[src/rtl/tri_feed_pkg.sv]
// Shared types and constants for the rasterizer front end.
// Triangle/color layouts, FIFO sizing and sub-sample encodings.
package tri_feed_pkg;

  localparam int unsigned SIGFIG = 24;
  localparam int unsigned RADIX  = 10;
  localparam int unsigned VERTS  = 3;
  localparam int unsigned AXIS   = 3;
  localparam int unsigned COLORS = 3;

  localparam int unsigned PIPES_BOX  = 3;
  localparam int unsigned PIPES_ITER = 1;
  localparam int unsigned PIPES_HASH = 2;
  localparam int unsigned PIPES_SAMP = 2;

  localparam int unsigned FEED_DEPTH = 4;

  // One-hot MSAA codes: samples per pixel.
  localparam logic [3:0] SS_1X  = 4'b1000;
  localparam logic [3:0] SS_4X  = 4'b0100;
  localparam logic [3:0] SS_16X = 4'b0010;
  localparam logic [3:0] SS_64X = 4'b0001;

  typedef logic signed [SIGFIG-1:0] fix_t;
  typedef fix_t [AXIS-1:0]          vertex_t;
  typedef vertex_t [VERTS-1:0]      tri_t;
  typedef logic [COLORS-1:0][SIGFIG-1:0] color_t;
  typedef fix_t [1:0]               screen_t;

  typedef struct packed {
    tri_t   vtx;
    color_t col;
  } feed_t;

  typedef enum logic [1:0] {StIdle, StStream, StDrain, StDone} feed_state_e;

  function automatic logic is_onehot4(logic [3:0] v);
    return (v != 4'b0000) && ((v & (v - 4'b0001)) == 4'b0000);
  endfunction

endpackage

[src/rtl/tri_feed_fifo.sv]
// Synchronous FIFO of triangle+color entries with registered occupancy.
// Push when full and pop when empty are ignored.
module tri_feed_fifo
  import tri_feed_pkg::*;
#(
  parameter int unsigned Depth = FEED_DEPTH
) (
  input  logic                   clk,
  input  logic                   rst,
  input  logic                   push,
  input  logic                   pop,
  input  feed_t                  wdata,
  output feed_t                  rdata,
  output logic                   full,
  output logic                   empty,
  output logic [$clog2(Depth):0] count
);

  localparam int unsigned AW = $clog2(Depth);

  feed_t           mem_q [Depth];
  logic [AW-1:0]   wr_ptr_q, rd_ptr_q;
  logic [AW:0]     count_q;
  logic            do_push, do_pop;

  assign full    = (count_q == (AW+1)'(Depth));
  assign empty   = (count_q == '0);
  assign do_push = push & ~full;
  assign do_pop  = pop & ~empty;
  assign rdata   = mem_q[rd_ptr_q];
  assign count   = count_q;

  always_ff @(posedge clk) begin
    if (!rst) begin
      wr_ptr_q <= '0;
      rd_ptr_q <= '0;
      count_q  <= '0;
    end else begin
      if (do_push) wr_ptr_q <= wr_ptr_q + AW'(1);
      if (do_pop)  rd_ptr_q <= rd_ptr_q + AW'(1);
      if (do_push && !do_pop)      count_q <= count_q + (AW+1)'(1);
      else if (do_pop && !do_push) count_q <= count_q - (AW+1)'(1);
    end
  end

  always_ff @(posedge clk) begin
    if (do_push) mem_q[wr_ptr_q] <= wdata;
  end

endmodule

[src/rtl/tri_feed.sv]
// Triangle feeder: buffers upstream triangles and presents them to the
// rasterizer under halt backpressure; owns screen/sub-sample config.
module tri_feed
  import tri_feed_pkg::*;
#(
  parameter int unsigned FIFO_DEPTH = FEED_DEPTH,
  parameter int unsigned CNT_W      = 32
) (
  input  logic             clk,
  input  logic             rst,
  input  tri_t             in_tri_S,
  input  color_t           in_color_U,
  input  logic             in_valid_H,
  input  logic             in_last_H,
  output logic             in_ready_H,
  input  logic             cfg_load_H,
  input  screen_t          cfg_screen_S,
  input  logic [3:0]       cfg_subSample_U,
  output tri_t             tri_R10S,
  output color_t           color_R10U,
  output logic             validTri_R10H,
  input  logic             halt_RnnnnL,
  output screen_t          screen_RnnnnS,
  output logic [3:0]       subSample_RnnnnU,
  output logic             frame_done_H,
  output logic [CNT_W-1:0] tri_count_U,
  output logic             busy_H
);

  localparam int unsigned CW = $clog2(FIFO_DEPTH) + 1;

  feed_state_e      state_q, state_d;
  logic             rdy_en_q;
  feed_t            out_q, out_d;
  logic             valid_q, valid_d;
  logic [CNT_W-1:0] cnt_q;
  screen_t          screen_q;
  logic [3:0]       ss_q;

  feed_t            in_beat, fifo_rdata;
  logic             fifo_push, fifo_pop, fifo_full, fifo_empty;
  logic [CW-1:0]    fifo_count;
  logic             in_xfer, out_xfer, out_free, bypass, cfg_take;

  assign in_beat  = {in_tri_S, in_color_U};
  assign in_xfer  = in_valid_H & in_ready_H;
  assign out_xfer = valid_q & halt_RnnnnL;
  assign out_free = ~valid_q | halt_RnnnnL;
  // With nothing queued ahead, an accepted beat skips the FIFO entirely.
  assign bypass    = fifo_empty & out_free;
  assign fifo_push = in_xfer & ~bypass & ~fifo_full;
  assign fifo_pop  = out_free & ~fifo_empty;
  assign cfg_take  = cfg_load_H & (state_q == StIdle) & is_onehot4(cfg_subSample_U);

  tri_feed_fifo #(
    .Depth (FIFO_DEPTH)
  ) u_fifo (
    .clk   (clk),
    .rst   (rst),
    .push  (fifo_push),
    .pop   (fifo_pop),
    .wdata (in_beat),
    .rdata (fifo_rdata),
    .full  (fifo_full),
    .empty (fifo_empty),
    .count (fifo_count)
  );

  always_ff @(posedge clk) begin
    if (!rst) state_q <= StIdle;
    else      state_q <= state_d;
  end

  always_comb begin
    state_d = state_q;
    unique case (state_q)
      StIdle:   if (in_xfer) state_d = in_last_H ? StDrain : StStream;
      StStream: if (in_xfer && in_last_H) state_d = StDrain;
      StDrain:  if (fifo_empty && out_free) state_d = StDone;
      StDone:   state_d = StIdle;
      default:  state_d = StIdle;
    endcase
  end

  always_comb begin
    in_ready_H   = rdy_en_q & ((state_q == StIdle) | (state_q == StStream)) &
                   (fifo_count < CW'(FIFO_DEPTH));
    frame_done_H = (state_q == StDone);
    busy_H       = (state_q != StIdle);
  end

  always_comb begin
    out_d   = out_q;
    valid_d = valid_q;
    if (out_free) begin
      if (!fifo_empty) begin
        out_d   = fifo_rdata;
        valid_d = 1'b1;
      end else if (in_xfer) begin
        out_d   = in_beat;
        valid_d = 1'b1;
      end else begin
        valid_d = 1'b0;
      end
    end
  end

  always_ff @(posedge clk) begin
    if (!rst) begin
      rdy_en_q <= 1'b0;
      valid_q  <= 1'b0;
      out_q    <= '0;
      cnt_q    <= '0;
      screen_q <= '0;
      ss_q     <= SS_1X;
    end else begin
      rdy_en_q <= 1'b1;
      valid_q  <= valid_d;
      out_q    <= out_d;
      if (out_xfer) cnt_q <= cnt_q + CNT_W'(1);
      if (cfg_take) begin
        screen_q <= cfg_screen_S;
        ss_q     <= cfg_subSample_U;
      end
    end
  end

  assign tri_R10S         = out_q.vtx;
  assign color_R10U       = out_q.col;
  assign validTri_R10H    = valid_q;
  assign screen_RnnnnS    = screen_q;
  assign subSample_RnnnnU = ss_q;
  assign tri_count_U      = cnt_q;

endmodule

[config.mk]
export PLATFORM = sky130hd
export DESIGN_NAME = tri_feed
export DESIGN_NICKNAME = d
export VERILOG_FILES = /design/src/rtl/tri_feed_pkg.sv /design/src/rtl/tri_feed_fifo.sv /design/src/rtl/tri_feed.sv
export SDC_FILE = /design/constraint.sdc
export NUM_CORES = 2
export LEC_CHECK = 0
export ABC_AREA = 1
export CORE_MARGIN = 2
export CORE_UTILIZATION = 56
export DETAILED_ROUTE_END_ITERATION = 7
export PLACE_DENSITY = 0.8
export SLEW_MARGIN = 20
export SYNTH_ARGS = -nofsm -noshare
export SYNTH_HDL_FRONTEND = slang
export SYNTH_SLANG_ARGS = --single-unit
[constraint.sdc]
create_clock -name clk -period 37.7 [get_ports clk]
set_clock_uncertainty 0.15 [all_clocks]
set_input_delay 5.655 -clock clk [delete_from_list [all_inputs] [get_ports clk]]
set_output_delay 5.655 -clock clk [all_outputs]
set_load 0.03 [all_outputs]
* After elaboration in Yosys (flattened, before gate mapping)
Memory sizes are Yosys's and may differ from the RTL's. A register that Yosys moved wholly into a read port is not among the register bits.
Index checks and enable logic that the tools add are counted.
** Storage, ports and cells
- Bits in writable memories :: 1152
- Bits in registers :: 383
- Memories kept :: 1
- Output and inout bits :: 376
** Cells by class
- Add/sub/neg operators :: 6
- Mux-type cells :: 16
- Bitwise logic cells :: 19
- Equality and inequality tests :: 8
- Reduce and logical (&&, ||, !) cells :: 15
- $lt $le $gt $ge :: 1
** Memory list
- u_fifo.mem_q :: depth 4, bits a word 288, rd ports 1, clocked after memory_dff 1, write ports 1, line tri_feed_fifo.sv:21 : feed_t mem_q [Depth];
** Operators by type and width (count)
- two-way mux 288 bit :: 2
- adder 32 x 1 -> 32 bit (second input constant) :: 1
- AND 1 bit :: 12
- two-way mux 2 bit :: 6
- one-hot mux 2 bit (4 select lines) :: 1
- two-way mux 3 bit :: 2
- inequality test 2 bit (second input constant) :: 3
- logical AND 1 bit :: 5
- two-way mux 1 bit :: 5
- adder 2 x 1 -> 2 bit (second input constant) :: 2
- AND 4 bit :: 1
- == test 2 bit (second input constant) :: 2
- logical NOT 4 bit :: 1
- NOT 1 bit :: 4
- nonzero test 2 bit :: 2
- nonzero test 4 bit :: 1
- subtractor 4 x 1 -> 4 bit (second input constant) :: 1
- adder 3 x 1 -> 3 bit (second input constant) :: 1
- == test 3 bit (second input constant) :: 1
- logical NOT 3 bit :: 1
- less-than comparator 3 bit (second input constant) :: 1
- AND reduction 3 bit :: 1
- subtractor 3 x 1 -> 3 bit (second input constant) :: 1
- == test 2 x 1 -> 1 bit (second input constant) :: 1
- other kinds (5) :: 7

* Logic depth before layout (Yosys ltp)
- Depth after elaboration :: 12
- Gate-level depth with buffers :: 14
- Mapped depth without buffers :: 14

* By module
From an unflattened synthesis, not the netlist that was laid out.
** Second synthesis, totals
- Cell total of the unflattened synthesis :: 5562
- Area total of the unflattened synthesis :: 60291.6 um^2
** By module, submodules not included
- tri_feed_fifo :: sequential area each 34773.4 um^2, cells each 2854, instances 1, area each 43275.3 um^2
- tri_feed :: sequential area each 7527.2 um^2, cells each 2708, instances 1, area each 17016.3 um^2

* Least setup slack after synthesis
Ideal clock, no wire load.
- Kind :: in2reg
- From :: input port halt_RnnnnL
- To :: memory u_fifo.mem_q[0][0] (netlist bit) (enable)
- Arrival :: 18.195 ns
- Setup slack :: 18.413 ns
- Stages on the path :: 7
- Setup time :: 0.943 ns
- Path through :: inv_1 nand2_1 nand3_1 inv_1 nor2_1 inv_1 nor2_1
** Between the ends
- Cells in the longest elaborated chain, start to end :: 8
** Ends and longest elaborated chain
- start, declared :: line tri_feed.sv:22 : input logic halt_RnnnnL,
- bitwise OR 1 bit :: line tri_feed.sv:48 : assign out_free = ~valid_q | halt_RnnnnL;
- AND 1 bit :: line tri_feed.sv:50 : assign bypass = fifo_empty & out_free;
- NOT 1 bit :: line tri_feed.sv:51 : assign fifo_push = in_xfer & ~bypass & ~fifo_full;
- AND 1 bit (2 in series) :: line tri_feed.sv:51
- AND 1 bit :: line tri_feed_fifo.sv:28 : assign do_push = push & ~full;
- net u_fifo.do_push :: line tri_feed_fifo.sv:24 : logic do_push, do_pop;
- two-way mux 1 bit :: line tri_feed_fifo.sv:47 : if (do_push) mem_q[wr_ptr_q] <= wdata;
- two-way mux 1 bit (implied by the code) :: line tri_feed_fifo.sv:47
- end, declared :: line tri_feed_fifo.sv:21
The timed path passes the listed nets, and every way through them passes these cells.

* Worst setup path in the final report
- From :: input port halt_RnnnnL
- To :: memory u_fifo.mem_q[3][16] (netlist bit) (enable)
The elaborated chain is that of the path after synthesis.

==> impl_metrics.csv <==
group,metric,value,unit
grt,antenna_found_initial,47,
critical_path,crit_arrival,9840,ps
sta,relSlewSlack,24.04,%
synth,seq_area_frac_synth,69.10,%
min_path,min_to,"screen_RnnnnS[15]",
power_and_ir_drop,powerDensity,79.11,nW/um2
layout,syn2layout_area_growth,21.21,%
critical_path,crit_chain,"clkdlybuf4s50_1 > inv_1 > nand2_1 > nand3_1 > inv_1 > nor2_1 > inv_1 > nor2_4 > buf_4 > buf_4 > buf_4",
synth,synth_warnings,0,
die,core-area,108700,um2
critical_path,crit_path_end_kind,"flip-flop",
sta,rsz0062_at_grt,"no",
placed_design,portBuffers,721,
cts,post_cts_resized,0,
layout,final_common_cell,"nor2_1",
drt,vias,45710,
critical_path,crit_type,"primary input to flip-flop",
sta,setup_tns,0,ps
drt,drt_iter0_markers,4552,
layout,final_util,68.26,%
synth,synth.top_cell.area_share,56.51,%
drt,firstDrtPassIters,6,
critical_path,rrSetupSlack,32760,ps
grt,grt_pass1_vias,44020,
die,initial_core_util,56.32,%
sta,max_freq,104.0,MHz
sta,timing.hold.ws,334.0,ps
sta,fin_ws,28090,ps
cts,cts_tree,"yes",
critical_path,cp_max_fo,52,
synth,synthTopCellsByArea,"edfxtp_1, dfxtp_1, nor2_1, nand2_1, o21ai_0",
die,die_area,112000,um2
layout,num-fill-cells,7651,
drt,routed_wirelength,165600,um
layout,final_net_count,6902,
sta,worst_pin_slew,1139,ps
critical_path,timing.rr.start,"u_fifo.count[0]",
synth,synth-seq-cells,1537,
layout,layout_common_cells,"nor2_1, edfxtp_1, nand2_1",
drt,vias_per_cell,5.620,
grt,grt_pass1_wl,249600,um
sta,report.final.setup_viol,0,
cts,clock_latency,760,ps
cts,cts_max_path_buffers,3,
min_path,hp-class,"flip-flop to flip-flop",
critical_path,max_stage_delay,760,ps
drt,wl_per_cell,20.36,um
power_and_ir_drop,peakVddDrop,0.06055,mV
sta,min_period,9612,ps
synth,syn_area,61220,um2
synth,synth_cell_types,36,
critical_path,cp_top_family,"buffers and inverters",
cts,root_buffer,"clkbuf_16",
die,ioPinCount,722,
grt,grt_max_degree,269,
critical_path,critPathBufInv,7,
cts,clkSinkCount,1537,
synth,syn_area_per_cell,10.22,um2
min_path,hp-start,"screen_RnnnnS[15]",
die,rows,121,
grt,track_usage,28.74,%
cts,cts_setup_buffers,0,
drt,ant_nets,0,
critical_path,rr_worst_depth,10,
drt,drcViolationCount,0,
sta,fin_crit_sh,25.50,%
layout,drive_above_1_share,5.586,%
status,status,"finished, final reports clean",
critical_path,start_kind,"primary input",
placed_design,gp_congestion,0.9285,
power_and_ir_drop,p_leak,27.22,nW
grt,gr-total-overflow,0,
layout,fin_cells,8132,
placed_design,hpwl,94680,um
synth,synth_cells,5991,
sta,drv_slew,0,
min_path,min_path_cells,2,
critical_path,cpMaxStageDelayCell,"buf_4",
critical_path,r2r-end,"color_R10U[0]",
job,max-cap-violations,0,
cts,ctsHoldBuffers,0,
placed_design,post-place-ws,27350,ps
cts,path_clk_slew,60,ps
sta,hold_violations,0,
placed_design,dp.cells,7802,
cts,cts_buffers,154,
die,die-height,334.6,um
critical_path,required,37920,ps
die,die_w,334.6,um
cts,htreeDepth,4,
synth,synth.net_count,6349,
synth,synth_top_area_cell,"edfxtp_1",
sequential cells by signal (all words and copies together) (netlist names), named ones only:
signal and flops:
color_R10U 72, rdy_en_q 1, screen_RnnnnS 48, state_q 2
subSample_RnnnnU 4, tri_R10S 216, tri_count_U 32, u_fifo.count 3
u_fifo.mem_q 1152, u_fifo.rd_ptr_q 2, u_fifo.wr_ptr_q 2, validTri_R10H 1
Yosys cell counts:
cell	instances
nor3_1	5
nand3_2	1
buf_1	24
inv_4	1
or2_2	70
fa_1	1
o21a_1	2
buf_4	6
buf_2	149
a21oi_1	95
dfxtp_1	385
nand2_2	2
clkbuf_1	164
xnor2_1	1
and3_1	2
nor3b_1	2
o21ai_0	703
mux2i_1	1
clkinv_1	1
inv_1	49
nor2_1	1837
edfxtp_1	1152
nand3_1	104
buf_6	24
a31oi_1	1
inv_2	4
nand2_4	1
xor2_1	3
o21ai_1	227
nand4_1	9
nand2_1	949
and2_1	1
or2_0	1
ha_1	11
nor2_2	2
clkinv_2	1
cells by family (layout without fill, tap and decap cells):
| group | count (synthesis) | after routing | share of synthesized area [%] |
|---|---|---|---|
| and+or+nand+nor | 2986 | 2986 | 18.92 |
| DFF | 1537 | 1537 | 69.10 |
| AOI/OAI and AO/OA | 1028 | 1028 | 8.414 |
| buffers and inverters | 423 | 1109 | 3.235 |
| adders and majority gates | 12 | 12 | 0.2575 |
| xor gates and xnor gates | 4 | 4 | 0.05724 |
| muxes | 1 | 1 | 0.01635 |
| other | 0 | 41 | 0 |
area by class of cell:
type                            instances  area [um2]  area share, %
Sequential cell                      1537       42310          57.02
Multi-Input combinational cell       4031       16990          22.90
Timing Repair Buffer                  764        7640          10.30
Clock buffer                          232        4612          6.215
Tap cell                             1414        1769          2.384
Clock inverter                         57       530.5         0.7150
Inverter                               56       249.0         0.3356
Antenna cell                           41       102.6         0.1383
metal layers:
metal	part of all wire [%]	vias up	global-route usage (%)	routed length, um
met5	0.086	-	0	142
met4	4.4	20	15.41	7352
met3	8.4	391	6.772	13920
met2	49	2115	48.33	81440
met1	38	21900	34.39	62740
li1	-	21280	-	-
worst max path at each step:
| stage | startpoint | endpoint | slack [ps] | cells after the start |
|---|---|---|---|---|
| finish | halt_RnnnnL | u_fifo.mem_q[3][16] | 28090 | 11 |
| global route | halt_RnnnnL | u_fifo.mem_q[3][126] | 27900 | 11 |
| CTS | halt_RnnnnL | u_fifo.mem_q[3][126] | 28140 | 11 |
| detailed placement | halt_RnnnnL | u_fifo.mem_q[3][132] | 27350 | 11 |
| global placement | halt_RnnnnL | u_fifo.mem_q[3][132] | 27370 | 11 |
| floorplan | halt_RnnnnL | u_fifo.mem_q[0][0] | 18410 | 7 |
power by group:
part	switching, mW	leakage, nW	internal [mW]	total, mW
Combinational	1.51	11.1	0.680	2.19
Sequential	0.127	13.6	2.03	2.16
Clock	0.641	2.53	0.885	1.53
Total	2.27	27.2	3.60	5.87
worst register-to-register path: cells and delay by family (launching register included):
kind / cells / cell delay (ps)
buffers and inverters: 4 / 2880
and+or+nand+nor: 5 / 1190
DFF: 1 / 410
AOI/OAI and AO/OA: 1 / 230
per-stage QoR:
stage,instance area (um2),power [mW]
after global placement,68950,4.300
after CTS,74090,5.873
final,74200,5.870
after global routing,74180,6.177
after floorplan,61220,3.661
after detailed placement,68950,4.345
Power figures use the tool's default switching activity.
